**config.mk**
```make
export PLATFORM = sky130hd
export DESIGN_NAME = board_fetch_arbiter_flat
export DESIGN_NICKNAME = d
export VERILOG_FILES = /design/src/rtl/board_fetch_arbiter_if.sv /design/src/rtl/board_fetch_arbiter.sv /design/src/flat_wrapper.sv
export SDC_FILE = /design/constraint.sdc
export NUM_CORES = 1
export LEC_CHECK = 0
export ABC_AREA = 0
export BUFFER_PORTS_ARGS = -buffer_cell sky130_fd_sc_hd__buf_4
export CAP_MARGIN = 15
export CORE_MARGIN = 2
export CORE_UTILIZATION = 58
export DETAILED_ROUTE_END_ITERATION = 7
export PLACE_DENSITY_LB_ADDON = 0.05
export SLEW_MARGIN = 20
export SYNTH_ARGS = -nofsm -noshare
export SYNTH_HDL_FRONTEND = slang
export SYNTH_SLANG_ARGS = --single-unit
```
**constraint.sdc**
```tcl
create_clock -name clock -period 3.3 [get_ports clock]
set_input_delay 0.495 -clock clock [delete_from_list [all_inputs] [get_ports clock]]
set_output_delay 0.495 -clock clock [all_outputs]
set_load 0.1 [all_outputs]
```
**src/rtl/board_fetch_arbiter_if.sv**
```systemverilog
// Bus bundle for board_fetch_arbiter: CPU load/store path, board RAM port,
// row prefetch handshake and renderer line-buffer read port.
interface board_fetch_arbiter_if #(
   parameter int ADDR_W  = 12,
   parameter int COLOR_W = 3
);
   logic               cpu_req;
   logic [ADDR_W-1:0]  cpu_addr;
   logic               cpu_stall;
   logic [ADDR_W-1:0]  ram_addr;
   logic [COLOR_W-1:0] ram_q;
   logic               row_req;
   logic [4:0]         row_idx;
   logic               row_busy;
   logic               row_done;
   logic               swap;
   logic [3:0]         rd_col;
   logic [COLOR_W-1:0] rd_color;
   logic               overrun;

   modport master (
      output cpu_req, cpu_addr, ram_q, row_req, row_idx, swap, rd_col,
      input  cpu_stall, ram_addr, row_busy, row_done, rd_color, overrun
   );

   modport slave (
      input  cpu_req, cpu_addr, ram_q, row_req, row_idx, swap, rd_col,
      output cpu_stall, ram_addr, row_busy, row_done, rd_color, overrun
   );
endinterface

```
**src/rtl/board_fetch_arbiter.sv**
```systemverilog
// Shares the board RAM between CPU load/store and a row prefetch into a
// double-buffered line buffer that the VGA renderer reads from.
module board_fetch_arbiter #(
   parameter int COLS         = 10,
   parameter int ROWS         = 20,
   parameter int BASE_ADDR    = 0,
   parameter int ADDR_W       = 12,
   parameter int COLOR_W      = 3,
   parameter int STARVE_LIMIT = 8
) (
   input logic                   clock,
   input logic                   reset_n,
   board_fetch_arbiter_if.slave  bus
);
   typedef enum logic [1:0] {
      S_IDLE  = 2'd0,
      S_FETCH = 2'd1,
      S_DRAIN = 2'd2,
      S_DONE  = 2'd3
   } state_t;

   localparam int                SW        = 16;
   localparam logic [4:0]        ROWS_L    = 5'(ROWS);
   localparam logic [3:0]        LAST_COL  = 4'(COLS - 1);
   localparam logic [3:0]        COLS_L    = 4'(COLS);
   localparam logic [SW-1:0]     STARVE_L  = SW'(STARVE_LIMIT);
   localparam logic [ADDR_W-1:0] BASE_L    = ADDR_W'(BASE_ADDR);
   localparam logic [ADDR_W-1:0] COLS_A    = ADDR_W'(COLS);

   state_t              state_q, state_d;
   logic [4:0]          row_idx_q, row_idx_d;
   logic                oor_q, oor_d;
   logic [3:0]          issue_col_q, issue_col_d;
   logic [SW-1:0]       starve_cnt_q, starve_cnt_d;
   logic                cap_vld_q, cap_vld_d;
   logic [3:0]          cap_col_q, cap_col_d;
   logic                front_q, front_d;
   logic [COLOR_W-1:0]  bank_q [2][COLS];
   logic [COLOR_W-1:0]  bank_d [2][COLS];
   logic                overrun_q, overrun_d;
   logic                row_busy_q, row_busy_d;
   logic                row_done_q, row_done_d;

   logic                forced_s;
   logic                disp_gnt_s;
   logic                back_s;
   logic [ADDR_W-1:0]   disp_addr_s;

   // Grant decision and RAM address mux; the display only competes during FETCH.
   always_comb begin
      forced_s    = (STARVE_LIMIT != 32'sd0) && (starve_cnt_q == STARVE_L);
      disp_gnt_s  = (state_q == S_FETCH) && !oor_q && (!bus.cpu_req || forced_s);
      back_s      = ~front_q;
      disp_addr_s = BASE_L + COLS_A * ADDR_W'(row_idx_q) + ADDR_W'(issue_col_q);
      if (disp_gnt_s) begin
         bus.ram_addr = disp_addr_s;
      end else begin
         bus.ram_addr = bus.cpu_addr;
      end
      bus.cpu_stall = disp_gnt_s && bus.cpu_req;
   end

   // Renderer read port: front bank only, zero beyond the row width.
   always_comb begin
      if (bus.rd_col < COLS_L) begin
         bus.rd_color = bank_q[front_q][bus.rd_col];
      end else begin
         bus.rd_color = '0;
      end
   end

   // Next-state logic for the fetch sequencer, line buffer and status flags.
   always_comb begin
      state_d      = state_q;
      row_idx_d    = row_idx_q;
      oor_d        = oor_q;
      issue_col_d  = issue_col_q;
      bank_d       = bank_q;
      cap_vld_d    = disp_gnt_s;
      cap_col_d    = issue_col_q;

      // A capture issued last cycle lands even if the CPU owns the port now.
      if (cap_vld_q) begin
         bank_d[back_s][cap_col_q] = bus.ram_q;
      end else begin
         bank_d[back_s][0] = bank_q[back_s][0];
      end

      if ((state_q != S_FETCH) || disp_gnt_s) begin
         starve_cnt_d = '0;
      end else if (bus.cpu_req) begin
         starve_cnt_d = starve_cnt_q + 16'd1;
      end else begin
         starve_cnt_d = starve_cnt_q;
      end

      if (bus.swap && ((state_q == S_IDLE) || (state_q == S_DONE))) begin
         front_d = ~front_q;
      end else begin
         front_d = front_q;
      end

      overrun_d = overrun_q
                | (bus.row_req && (state_q != S_IDLE))
                | (bus.swap && ((state_q == S_FETCH) || (state_q == S_DRAIN)));

      case (state_q)
         S_IDLE: begin
            if (bus.row_req) begin
               row_idx_d   = bus.row_idx;
               oor_d       = (bus.row_idx >= ROWS_L);
               issue_col_d = 4'd0;
               state_d     = S_FETCH;
            end else begin
               state_d     = S_IDLE;
            end
         end
         S_FETCH: begin
            if (oor_q) begin
               for (int i = 0; i < COLS; i++) begin
                  bank_d[back_s][i] = '0;
               end
               state_d = S_DONE;
            end else if (disp_gnt_s) begin
               issue_col_d = issue_col_q + 4'd1;
               if (issue_col_q == LAST_COL) begin
                  state_d = S_DRAIN;
               end else begin
                  state_d = S_FETCH;
               end
            end else begin
               state_d = S_FETCH;
            end
         end
         S_DRAIN: state_d = S_DONE;
         S_DONE:  state_d = S_IDLE;
         default: state_d = S_IDLE;
      endcase

      row_busy_d = (state_d == S_FETCH) || (state_d == S_DRAIN);
      row_done_d = (state_d == S_DONE);
   end

   // State and line-buffer registers.
   always_ff @(posedge clock or negedge reset_n) begin
      if (!reset_n) begin
         state_q      <= S_IDLE;
         row_idx_q    <= 5'd0;
         oor_q        <= 1'b0;
         issue_col_q  <= 4'd0;
         starve_cnt_q <= '0;
         cap_vld_q    <= 1'b0;
         cap_col_q    <= 4'd0;
         front_q      <= 1'b0;
         overrun_q    <= 1'b0;
         row_busy_q   <= 1'b0;
         row_done_q   <= 1'b0;
         for (int b = 0; b < 2; b++) begin
            for (int i = 0; i < COLS; i++) begin
               bank_q[b][i] <= '0;
            end
         end
      end else begin
         state_q      <= state_d;
         row_idx_q    <= row_idx_d;
         oor_q        <= oor_d;
         issue_col_q  <= issue_col_d;
         starve_cnt_q <= starve_cnt_d;
         cap_vld_q    <= cap_vld_d;
         cap_col_q    <= cap_col_d;
         front_q      <= front_d;
         overrun_q    <= overrun_d;
         row_busy_q   <= row_busy_d;
         row_done_q   <= row_done_d;
         bank_q       <= bank_d;
      end
   end

   assign bus.row_busy = row_busy_q;
   assign bus.row_done = row_done_q;
   assign bus.overrun  = overrun_q;
endmodule

```
**src/flat_wrapper.sv**
```systemverilog
// flat-port wrapper written by rule: the top's interface ports become plain ports
module board_fetch_arbiter_flat 
#(
   parameter int COLS         = 10,
   parameter int ROWS         = 20,
   parameter int BASE_ADDR    = 0,
   parameter int ADDR_W       = 12,
   parameter int COLOR_W      = 3,
   parameter int STARVE_LIMIT = 8
)
  (clock, reset_n, bus_cpu_req, bus_cpu_addr, bus_ram_q, bus_row_req, bus_row_idx, bus_swap, bus_rd_col, bus_cpu_stall, bus_ram_addr, bus_row_busy, bus_row_done, bus_rd_color, bus_overrun);
  board_fetch_arbiter_if #(.ADDR_W(ADDR_W), .COLOR_W(COLOR_W)) bus_i ();
  input logic clock;
  input logic reset_n;
  input wire logic [$bits(bus_i.cpu_req)-1:0] bus_cpu_req;
  input wire logic [$bits(bus_i.cpu_addr)-1:0] bus_cpu_addr;
  input wire logic [$bits(bus_i.ram_q)-1:0] bus_ram_q;
  input wire logic [$bits(bus_i.row_req)-1:0] bus_row_req;
  input wire logic [$bits(bus_i.row_idx)-1:0] bus_row_idx;
  input wire logic [$bits(bus_i.swap)-1:0] bus_swap;
  input wire logic [$bits(bus_i.rd_col)-1:0] bus_rd_col;
  output wire logic [$bits(bus_i.cpu_stall)-1:0] bus_cpu_stall;
  output wire logic [$bits(bus_i.ram_addr)-1:0] bus_ram_addr;
  output wire logic [$bits(bus_i.row_busy)-1:0] bus_row_busy;
  output wire logic [$bits(bus_i.row_done)-1:0] bus_row_done;
  output wire logic [$bits(bus_i.rd_color)-1:0] bus_rd_color;
  output wire logic [$bits(bus_i.overrun)-1:0] bus_overrun;
  assign bus_i.cpu_req = bus_cpu_req;
  assign bus_i.cpu_addr = bus_cpu_addr;
  assign bus_i.ram_q = bus_ram_q;
  assign bus_i.row_req = bus_row_req;
  assign bus_i.row_idx = bus_row_idx;
  assign bus_i.swap = bus_swap;
  assign bus_i.rd_col = bus_rd_col;
  assign bus_cpu_stall = bus_i.cpu_stall;
  assign bus_ram_addr = bus_i.ram_addr;
  assign bus_row_busy = bus_i.row_busy;
  assign bus_row_done = bus_i.row_done;
  assign bus_rd_color = bus_i.rd_color;
  assign bus_overrun = bus_i.overrun;
  board_fetch_arbiter #(.COLS(COLS), .ROWS(ROWS), .BASE_ADDR(BASE_ADDR), .ADDR_W(ADDR_W), .COLOR_W(COLOR_W), .STARVE_LIMIT(STARVE_LIMIT)) u_core (.clock(clock), .reset_n(reset_n), .bus(bus_i));
endmodule
```
==> results of run 1 <==
-- logic make-up (layout without fill, tap and decap cells) --
kind of cell    Yosys count  in the layout  share of synthesized area, %
xor+xnor                 21             21                          3.53
flops                    97             97                          46.6
mux                      32             32                          10.1
fa+ha+maj                18             18                          4.61
compound gates          112            112                          15.1
simple gates            188            188                          16.8
buf+inv                  41             85                          3.26
-- worst max-delay path, cell delays in order, from the launching register on --
cell	delay, ps
dfrtp_1	420
ha_1	300
ha_1	220
fa_1	440
xor2_2	230
o2111ai_1	150
xor2_1	170
o21ai_2	130
buf_6	240
-- report_power, final --
part	switching, mW	internal [mW]
sequential	0.230	1.39
combinational	1.32	0.707
clock	0.432	0.299
total	1.99	2.40
-- final timing paths --
kind / start / to / slack [ps] / cells after the start
max: u_core.row_idx_q[1] / bus_ram_addr[7] / 150 / 8
min: reset_n / u_core.bank_q[57] / 170 / 1
max reg2reg: u_core.starve_cnt_q[0] / u_core.bus.row_busy / 740 / 8
min reg2reg: u_core.cap_col_d[3] / u_core.cap_col_q[3] / 490 / 0
max in group asynchronous: reset_n / u_core.bank_q[30] / 2460 / 2
min in group clock: bus_row_idx[1] / u_core.row_idx_q[1] / 370 / 2
-- registers in the layout, summed over array words and instances (netlist names), 2 cells and up --
signal and flops:
u_core.row_idx_q 5, u_core.state_q 2, u_core.cap_col_q 4, u_core.cap_col_d 4
u_core.bank_q 60, u_core.starve_cnt_q 16
-- synthesized netlist by cell type (6+ instances only) --
cell       n  area share, %
ha_1      16            3.8
nor2_1    48            3.5
nand3_1   27            2.6
nor3_1     6           0.58
a21oi_1   23            2.2
and3_1     7           0.84
clkbuf_1  17            1.2
xor2_1    10            1.7
a32o_1     7            1.3
nand2b_1   6           0.72
a22o_1    32            5.4
o21ai_0   26            2.5
xnor2_1   11            1.8
mux2i_1   10            1.9
nand2_1   69            5.0
mux4_2    15            6.5
inv_1     16            1.2
dfrtp_1   97             47
-- layout make-up --
cell class,count,share of cell area [%]
sequential,97,41.2
clock inverter,5,0.679
inverter,16,1.02
clock buffer,11,2.40
multi-input combinational,371,45.4
timing repair buffer,53,7.03
tap,108,2.29
-- cells in the final DEF (no fill, tap or decap), drive strengths merged, types with 10 or more instances in the layout --
cell,Yosys,layout
dfrtp,97,97
mux2i,10,10
clkbuf,17,11
xnor2,11,11
xor2,10,10
buf,8,53
inv,16,17
a21oi,23,23
a22o,32,32
o21ai,26,26
nand2,69,69
nand3,27,27
mux4,15,15
nor2,48,48
ha,16,16
-- per-layer routing --
layer / track usage (%) / wire length (um)
met5: 0 / 0
met2: 41.3 / 5740
met1: 34.1 / 5110
met4: 8.64 / 197
met3: 4.40 / 559
-- through the flow --
| stage | hold WS [ps] | area, um^2 |
|---|---|---|
| global placement | 459 | 5690 |
| detailed placement | 460 | 5690 |
| finish | 171 | 5890 |
| CTS | 204 | 5870 |
| floorplan | 199 | 5260 |
| global route | 251 | 5890 |
==> metrics.md, run 1 <==
| Metric | Value |
|---|---|
| Least-Margin Pin Slew | `about 750 ps` |
| Cts hold-fix bufs | `0` |
| First-pass GRT wire length | `around 20,000 um` |
| Router iterations before antenna repair | `4` |
| Port Buffers | `47` |
| Starting density of the core | `between 50 and 60%` |
| Fin Setup TNS | `0 ps` |
| Total track usage | `between 20% and 30%` |
| DIE WIDTH | `about 99 um` |
| Leakage | `2.66 nW` |
| Remaining global-route overflow | `0` |
| Largest net degree at the start of global routing | `59` |
| Total Wirelength | `about 12,000 um` |
| Initial drt markers | `just over 200` |
| # resized after CTS | `1` |
| Worst vdd ir | `roughly 620 uV` |
| YS warnings | `0` |
| Clk_lat worst skew | `between 300 and 400 ps` |
| Clock-pin slew on the worst setup and hold paths | `approximately 100 ps` |
| Finished Layout Cells | `about 660` |
| Number of enable flip-flop cells after synthesis | `0` |
| CTS tree | `yes` |
| Critical Path AT | `2660 ps` |
| Via count | `a little over 4,000` |
| Status | `complete, no violations` |
| Fin crit share | `between 90% and 100%` |
| CTS Root Cell | `clkbuf_8` |
| Vias in the first global route | `a little over 4,000` |
| Post-synthesis sequential area ratio | `46.6%` |
| Antenna violations before repair | `0` |
| Row Count | `34` |
| WS Path Type | `register to primary output` |
| HP Class | `input pin to asynchronous set/reset pin` |
| Cell count after synthesis | `~510` |
| Setup bufs post-CTS | `0` |
| #FFs+latches synth | `between 90 and 100` |
| Setup ws final | `between 100 and 150 ps` |
| Worst EP required | `2800 ps` |
| # DRC | `0` |
| Top_reg_cell synth | `dfrtp_1` |
| Chip height | `98.8 um` |
| Final Setup Violations | `0` |
| ANT cells | `0` |
| Fillers | `672` |
| Final hold vios | `0` |
| Layout cells sized above 1 | `a little under a fifth` |
| Core Region | `0.00872 mm^2` |
| Ports | `48` |
| Dpl ws | `about 380 ps` |
| Number of max-cap violations | `0` |
| Reg area | `0.00243 mm^2` |
| CTS sink cnt | `97` |
| Area of the multi-input gates | `~0.0027 mm^2` |
| Wire per inst | `about 18 um` |
| DP Wirelength | `about 8300 um` |
| Clock Path Buffers | `2` |
| Final Power | `about 4.4 mW` |
| Num CTS Buffers | `9` |
| Final #Nets | `between 500 and 600` |
| Critical-path maximum fanout | `4` |
| Clock Skews | `a little over 9 ps` |
| CP Launch Type | `register` |
| Total placed cells including tap cells | `~650` |
| Synth async-reset ratio | `100%` |
| Max-slew violation count | `0` |
| GP Congestion | `approximately 0.83` |
| Post-synth cell types | `a little over 50` |
| Vias per cell | `about 6.1` |
| Die Area | `0.00976 mm^2` |
| Unrepaired setup endpoints after global routing | `false` |
| Rel. slew slack | `between 40% and 50%` |
| Max Freq | `0.317 GHz` |
| Pwr Density | `between 700 and 800 mW/mm^2` |
| Minimum clock period | `between 3000 and 4000 ps` |
| Average size of a mapped cell | `a little over 10 um^2` |
| Mapped Area | `approximately 0.0052 mm^2` |
| Crit end category | `primary output` |
| Syn-to-layout area delta | `13.1%` |
| Fin util | `between 60% and 70%` |
| Post-DRT Antenna Nets | `0` |
| H-tree depth | `3` |
| Syn_nets | `between 500 and 600` |
No activity file was read; power rests on OpenSTA's default activity.
==> inputs of run 2 (changes only) <==
==> constraint.sdc (replaced) <==
create_clock -name clock -period 3.55 [get_ports clock]
set_input_delay 0.5325 -clock clock [delete_from_list [all_inputs] [get_ports clock]]
set_output_delay 0.5325 -clock clock [all_outputs]
set_load 0.1 [all_outputs]
==> run 2 against run 1 <==
  * Via count up 0.35%
  * Sequential power fell by 6%
  * Final cell count shrank 0.15%
  * Worst hold slack worse by 6.1 ps
  * Total power decreased by 5.2%
  * Sequential share of layout area rose by 0.18 points
  * Non-clock buffer count fell by 1
  * Register-to-register slack better by 130 ps
  * Routed wire length up 0.11%
  * Critical path depth is the same
  * Clock skew is 3.7 ps higher
  * Largest power group unchanged
==> metrics.md, run 2 (synthesized netlist as in run 1, its figures left out) <==
| Metric | Value |
|---|---|
| Status | `complete, no violations` |
| Setup bufs post-CTS | `0 (unchanged)` |
| Remaining global-route overflow | `0 (unchanged)` |
| Clock-pin slew on the worst setup and hold paths | `100 ps (about the same)` |
| Number of max-cap violations | `0 (unchanged)` |
| Crit path cell chain | `ha_1, ha_1, fa_1, xor2_1, o2111ai_1, xor2_1, o21ai_1, buf_4` |
| Leakage | `2.66 nW (+0.24%)` |
| Chip height | `98.8 um (unchanged)` |
| Cts hold-fix bufs | `0 (unchanged)` |
| Port Buffers | `47 (unchanged)` |
| HP Class | `input pin to asynchronous set/reset pin` |
| Top flop regs | `u_core.bank_q: 60 flops, u_core.starve_cnt_q: 16 flops, u_core.row_idx_q: 5 flops` |
| ANT cells | `0 (unchanged)` |
| Worst EP required | `3020 ps (+220 ps)` |
| Num CTS Buffers | `9 (unchanged)` |
| Ports | `48 (unchanged)` |
| Wire per inst | `17.6 um (+0.26%)` |
| DIE WIDTH | `98.8 um (unchanged)` |
| CP Launch Type | `register` |
| Largest net degree at the start of global routing | `48 (-19%)` |
| Final hold vios | `0 (unchanged)` |
| First-pass GRT wire length | `20,000 um (+1.1%)` |
| Critical-path maximum fanout | `4 (unchanged)` |
| Unrepaired setup endpoints after global routing | `false` |
| GP Congestion | `0.811 (-2.6%)` |
| Final Power | `4.16 mW (-5.2%)` |
| Largest Register | `u_core.bank_q` |
| Clock Path Buffers | `2 (unchanged)` |
| Max-slew violation count | `0 (unchanged)` |
| WS Path Type | `register to primary output` |
| DP Wirelength | `8190 um (-0.85%)` |
| Total track usage | `25.3% (+0.17 points)` |
| Crit-path slowest cell | `dfrtp_1` |
| Vias in the first global route | `4,159 (+3.0%)` |
| Clk_lat worst skew | `360 ps (about the same)` |
| CTS Root Cell | `clkbuf_8` |
| H-tree depth | `3 (unchanged)` |
| Most common cell after layout, fill and taps aside | `dfrtp_1` |
| Starting density of the core | `59.8% (unchanged)` |
| Layout cells sized above 1 | `17.4% (-1.8 points)` |
| Crit end category | `primary output` |
| # DRC | `0 (unchanged)` |
| Sw Pwr | `1.82 mW (-8.5%)` |
| Total Wirelength | `11,600 um (+0.11%)` |
| Clock Skews | `13.1 ps (+3.73 ps)` |
| Die Area | `0.00976 mm^2 (unchanged)` |
| Most frequent cells in the layout | `dfrtp_1, nand2_1, buf_4` |
| Syn-to-layout area delta | `12.6%` |
| Post-DRT Antenna Nets | `0 (unchanged)` |
| Max Freq | `0.300 GHz` |
| Combinational Power Share | `43.7% (-2.6 points)` |
| Switching part of the total power | `43.7% (-1.6 points)` |
| Max reg flops | `60 (unchanged)` |
| Critical path's largest stage delay | `420 ps (-20 ps)` |
| # resized after CTS | `0 (-1)` |
| Fillers | `697 (+3.7%)` |
| Via count | `4,063 (+0.35%)` |
| CTS sink cnt | `97 (unchanged)` |
| Router iterations before antenna repair | `4 (unchanged)` |
| Rel. slew slack | `36.3% (-13 points)` |
| Internal power | `2.34 mW (-2.5%)` |
| Final #Nets | `594 (-0.17%)` |
| Antenna violations before repair | `0 (unchanged)` |
| Final Setup Violations | `0 (unchanged)` |
| Finished Layout Cells | `660 (-0.15%)` |
| Part of the power in registers | `36.7% (-0.3 points)` |
| Initial drt markers | `138 (-32%)` |
| Vias per cell | `6.16 (+0.50%)` |
| Clock share of power | `19.5% (+2.8 points)` |
| Minimum clock period | `3340 ps` |
| Fin util | `67.3% (-0.29 points)` |
| Critical Path AT | `2800 ps (+140 ps)` |
| Worst vdd ir | `545 uV (-12%)` |
| Fin crit share | `a little over nine tenths` |
| Total placed cells including tap cells | `644 (-0.16%)` |
| Dpl ws | `608 ps (+229 ps)` |
| Setup ws final | `213 ps (+65.0 ps)` |
| Pwr Density | `708 mW/mm^2 (-4.8%)` |
| CTS tree | `yes` |
| Row Count | `34 (unchanged)` |
| Least-Margin Pin Slew | `955 ps (+202 ps)` |
| Fin Setup TNS | `0 ps (unchanged)` |
| Core Region | `0.00872 mm^2 (unchanged)` |
run 2: changes by cell type in the layout (fill, tap and decap cells not counted), moves of 2 or more:
cell	before	now
bufinv_16	0	2
o21ai_1	1	5
o21ai_2	6	0
clkinvlp_4	3	1
o21ai_0	19	21
run 2: worst paths after layout:
kind,to,slack (ps),cells past startpoint,from
worst max-delay path,bus_ram_addr[7],210,8,u_core.row_idx_q[1]
worst min-delay path,u_core.bank_q[58],160,1,reset_n
worst max register to register,u_core.bus.row_busy,870,8,u_core.starve_cnt_q[0]
worst min register to register,u_core.bank_q[18],500,1,u_core.bank_q[18]
max in group asynchronous,u_core.bank_q[50],2620,2,reset_n
min in group clock,u_core.row_idx_q[0],400,2,bus_row_idx[0]
run 2: layout make-up:
type                    count  area (um^2)  area share [%]
multi-input cells         371         2630            44.8
flip-flops and latches     97         2430            41.4
repair buffers             52          390            6.65
clock buffers              11          141            2.41
well taps                 108          135            2.30
clock inverters             5         85.1            1.45
inverters                  16         60.1            1.02
run 2: layer usage:
metal	part of all wire, %	vias to the layer above	GRT usage (%)
li1	-	1910	-
met1	43	2016	33.8
met2	51	118	42.8
met3	4.5	19	4.33
met4	1.5	0	7.48
met5	0	-	0
run 2: power by group through the flow:
stage | Sequential, mW | Clock (mW) | Combinational, mW
CTS | 1.52 | 0.828 | 1.83
detailed placement | 1.54 | 0 | 1.82
floorplan | 1.50 | 0 | 1.42
global placement | 1.53 | 0 | 1.76
finish | 1.53 | 0.813 | 1.82
global route | 1.55 | 0.869 | 2.00
run 2: through the flow:
step | area, um^2 | hold WS [ps]
floorplan | 5230 | 237
global placement | 5640 | 458
detailed placement | 5640 | 472
CTS | 5870 | 182
global route | 5870 | 199
finish | 5870 | 165
run 2: worst max-delay path: cells and delay by family (launching register included):
kind,cells,cell delay (ps)
adders and majority gates,3,930
xor gates and xnor gates,2,470
DFF,1,420
AOI/OAI and AO/OA,2,310
buffers and inverters,1,310
==> inputs of run 3 (changes only) <==
--- a/config.mk
+++ b/config.mk
@@ -9,7 +9,7 @@
 export BUFFER_PORTS_ARGS = -buffer_cell sky130_fd_sc_hd__buf_4
 export CAP_MARGIN = 15
 export CORE_MARGIN = 2
-export CORE_UTILIZATION = 58
+export CORE_UTILIZATION = 41
 export DETAILED_ROUTE_END_ITERATION = 7
 export PLACE_DENSITY_LB_ADDON = 0.05
 export SLEW_MARGIN = 20
==> run 3 against run 2 <==
  * Total power increased by 4.4%
  * Sequential power about the same
  * Die area increased by 40%
  * First-iteration DRC count increased by 43%
  * Register-to-register slack got worse by 20 ps
  * Via count decreased by 3.6%
  * Combinational power about the same
  * Final area increased by 2.7%
  * Clock skew decreased by 4.3 ps
  * Final cell count increased by 9.7%
  * Flip-flop and latch count unchanged
  * Critical endpoint unchanged
==> metrics.md, run 3 (synthesized netlist as in run 1, its figures left out) <==
| Metric | Value |
|---|---|
| CTS sink cnt | `97 (unchanged)` |
| Fin util | `48.1% (-19 points)` |
| DP Wirelength | `8840 um (+8.0%)` |
| Largest Register | `u_core.bank_q` |
| Layout cells sized above 1 | `17.4% (unchanged)` |
| Post-DRT Antenna Nets | `0 (unchanged)` |
| Final #Nets | `595 (+0.17%)` |
| Clock Skews | `8.77 ps (-4.31 ps)` |
| Max Freq | `0.306 GHz (+2.1%)` |
| Total Wirelength | `12,500 um (+7.8%)` |
| HP Class | `input pin to asynchronous set/reset pin` |
| Antenna violations before repair | `0 (unchanged)` |
| Final hold vios | `0 (unchanged)` |
| Fin Setup TNS | `0 ps (unchanged)` |
| Cts hold-fix bufs | `0 (unchanged)` |
| Worst vdd ir | `652 uV (+20%)` |
| Max-slew violation count | `0 (unchanged)` |
| Most frequent cells in the layout | `dfrtp_1, nand2_1, buf_4` |
| Minimum clock period | `3270 ps (-67.8 ps)` |
| Vias per cell | `5.41 (-12%)` |
| Status | `complete, no violations` |
| # DRC | `0 (unchanged)` |
| CTS tree | `yes` |
| GP Congestion | `0.807 (-0.41%)` |
| Num CTS Buffers | `9 (unchanged)` |
| Port Buffers | `47 (unchanged)` |
| Pwr Density | `720 mW/mm^2 (+1.6%)` |
| Leakage | `2.71 nW (+1.6%)` |
| DIE WIDTH | `117 um (+18%)` |
| Unrepaired setup endpoints after global routing | `false` |
| Remaining global-route overflow | `0 (unchanged)` |
| Clock-pin slew on the worst setup and hold paths | `60 ps (-40 ps)` |
| Critical-path maximum fanout | `4 (unchanged)` |
| Least-Margin Pin Slew | `981 ps (+25.5 ps)` |
| Router iterations before antenna repair | `4 (unchanged)` |
| R2R depth | `8 (unchanged)` |
| Vias in the first global route | `3,917 (-5.8%)` |
| First-pass GRT wire length | `20,700 um (+3.5%)` |
| Number of max-cap violations | `0 (unchanged)` |
| Die Area | `0.0136 mm^2 (+40%)` |
| Top flop regs | `u_core.bank_q: 60 flops, u_core.starve_cnt_q: 16 flops, u_core.row_idx_q: 5 flops` |
| Fin crit share | `92.1% (-1.9 points)` |
| Core Region | `0.0125 mm^2 (+44%)` |
| Wire per inst | `17.3 um (-1.7%)` |
| Critical Path AT | `2740 ps (-60 ps)` |
| Rel. slew slack | `34.6% (-1.7 points)` |
| CTS Root Cell | `clkbuf_16` |
| Reg2reg start | `u_core.starve_cnt_q[0]` |
| Initial drt markers | `197 (+43%)` |
| ANT cells | `0 (unchanged)` |
| Most common cell after layout, fill and taps aside | `dfrtp_1` |
| Largest net degree at the start of global routing | `44 (-8.3%)` |
| Final Setup Violations | `0 (unchanged)` |
| Ports | `48 (unchanged)` |
| Crit end category | `primary output` |
| WS Path Type | `register to primary output` |
| Reg-to-reg endpoint | `u_core.bus.row_busy` |
| CP Launch Type | `register` |
| Row Count | `41 (+21%)` |
| Clock Path Buffers | `2 (unchanged)` |
| Syn-to-layout area delta | `15.6%` |
| Chip height | `117 um (+18%)` |
| H-tree depth | `3 (unchanged)` |
| Clk_lat worst skew | `350 ps (about the same)` |
| Via count | `3,918 (-3.6%)` |
| Total track usage | `19.8% (-5.5 points)` |
| Max reg flops | `60 (unchanged)` |
| Worst EP required | `3020 ps (about the same)` |
| Setup bufs post-CTS | `0 (unchanged)` |
| # resized after CTS | `0 (unchanged)` |
| Starting density of the core | `41.6% (-18 points)` |
| Worst reg2reg setup slack | `850 ps (-20 ps)` |
[run 3: area by class of cell]
cell class / count / area [um^2]
clock buffer: 12 / 256
tap: 172 / 215
sequential: 97 / 2430
timing repair buffer: 53 / 398
fill: 1239 / 6490
multi-input combinational: 371 / 2630
clock inverter: 3 / 40.0
inverter: 16 / 60.1
[run 3: how the worst max path moves through the flow]
stage | start | endpoint | slack [ps]
after floorplan | u_core.starve_cnt_q[0] | bus_ram_addr[3] | -590
after global placement | u_core.row_idx_q[1] | bus_ram_addr[7] | 660
after detailed placement | u_core.row_idx_q[1] | bus_ram_addr[7] | 640
after CTS | u_core.starve_cnt_q[0] | bus_ram_addr[8] | 250
after global routing | u_core.starve_cnt_q[0] | bus_ram_addr[8] | 100
final | u_core.row_idx_q[1] | bus_ram_addr[7] | 280
[run 3: worst max-delay path, cell delays in order (launching register included)]
cell and delay, ps:
dfrtp_1 410, ha_1 300, ha_1 220, fa_1 400, xor2_1 280, o2111ai_1 190
xor2_1 170, o21ai_1 120, buf_4 310
[run 3: layer usage]
metal  part of all wire (%)  global-route usage [%]
met5                      0                       0
met4                    1.4                    6.75
met3                    2.9                    2.91
met2                     49                    32.6
met1                     46                    26.9
[run 3: power breakdown]
group | leakage [nW] | switching [mW] | internal (mW) | total [mW]
clock network | 0.148 | 0.415 | 0.579 | 0.994
logic | 1.24 | 1.19 | 0.627 | 1.81
registers | 1.32 | 0.233 | 1.30 | 1.53
[run 3: metrics by stage]
stage          instance area (um^2)  power (mW)  hold slack, ps  worst slack, ps  std cells
6_report                       6030        4.34             186              281        724
5_1_grt                        6030        4.63             230             98.9        724
4_1_cts                        6030        4.38             203              249        724
3_5_place_dp                   5730        3.39             469              636        709
3_3_place_gp                   5730        3.35             468              663        709
2_1_floorplan                  5230        2.92             237             -592        509
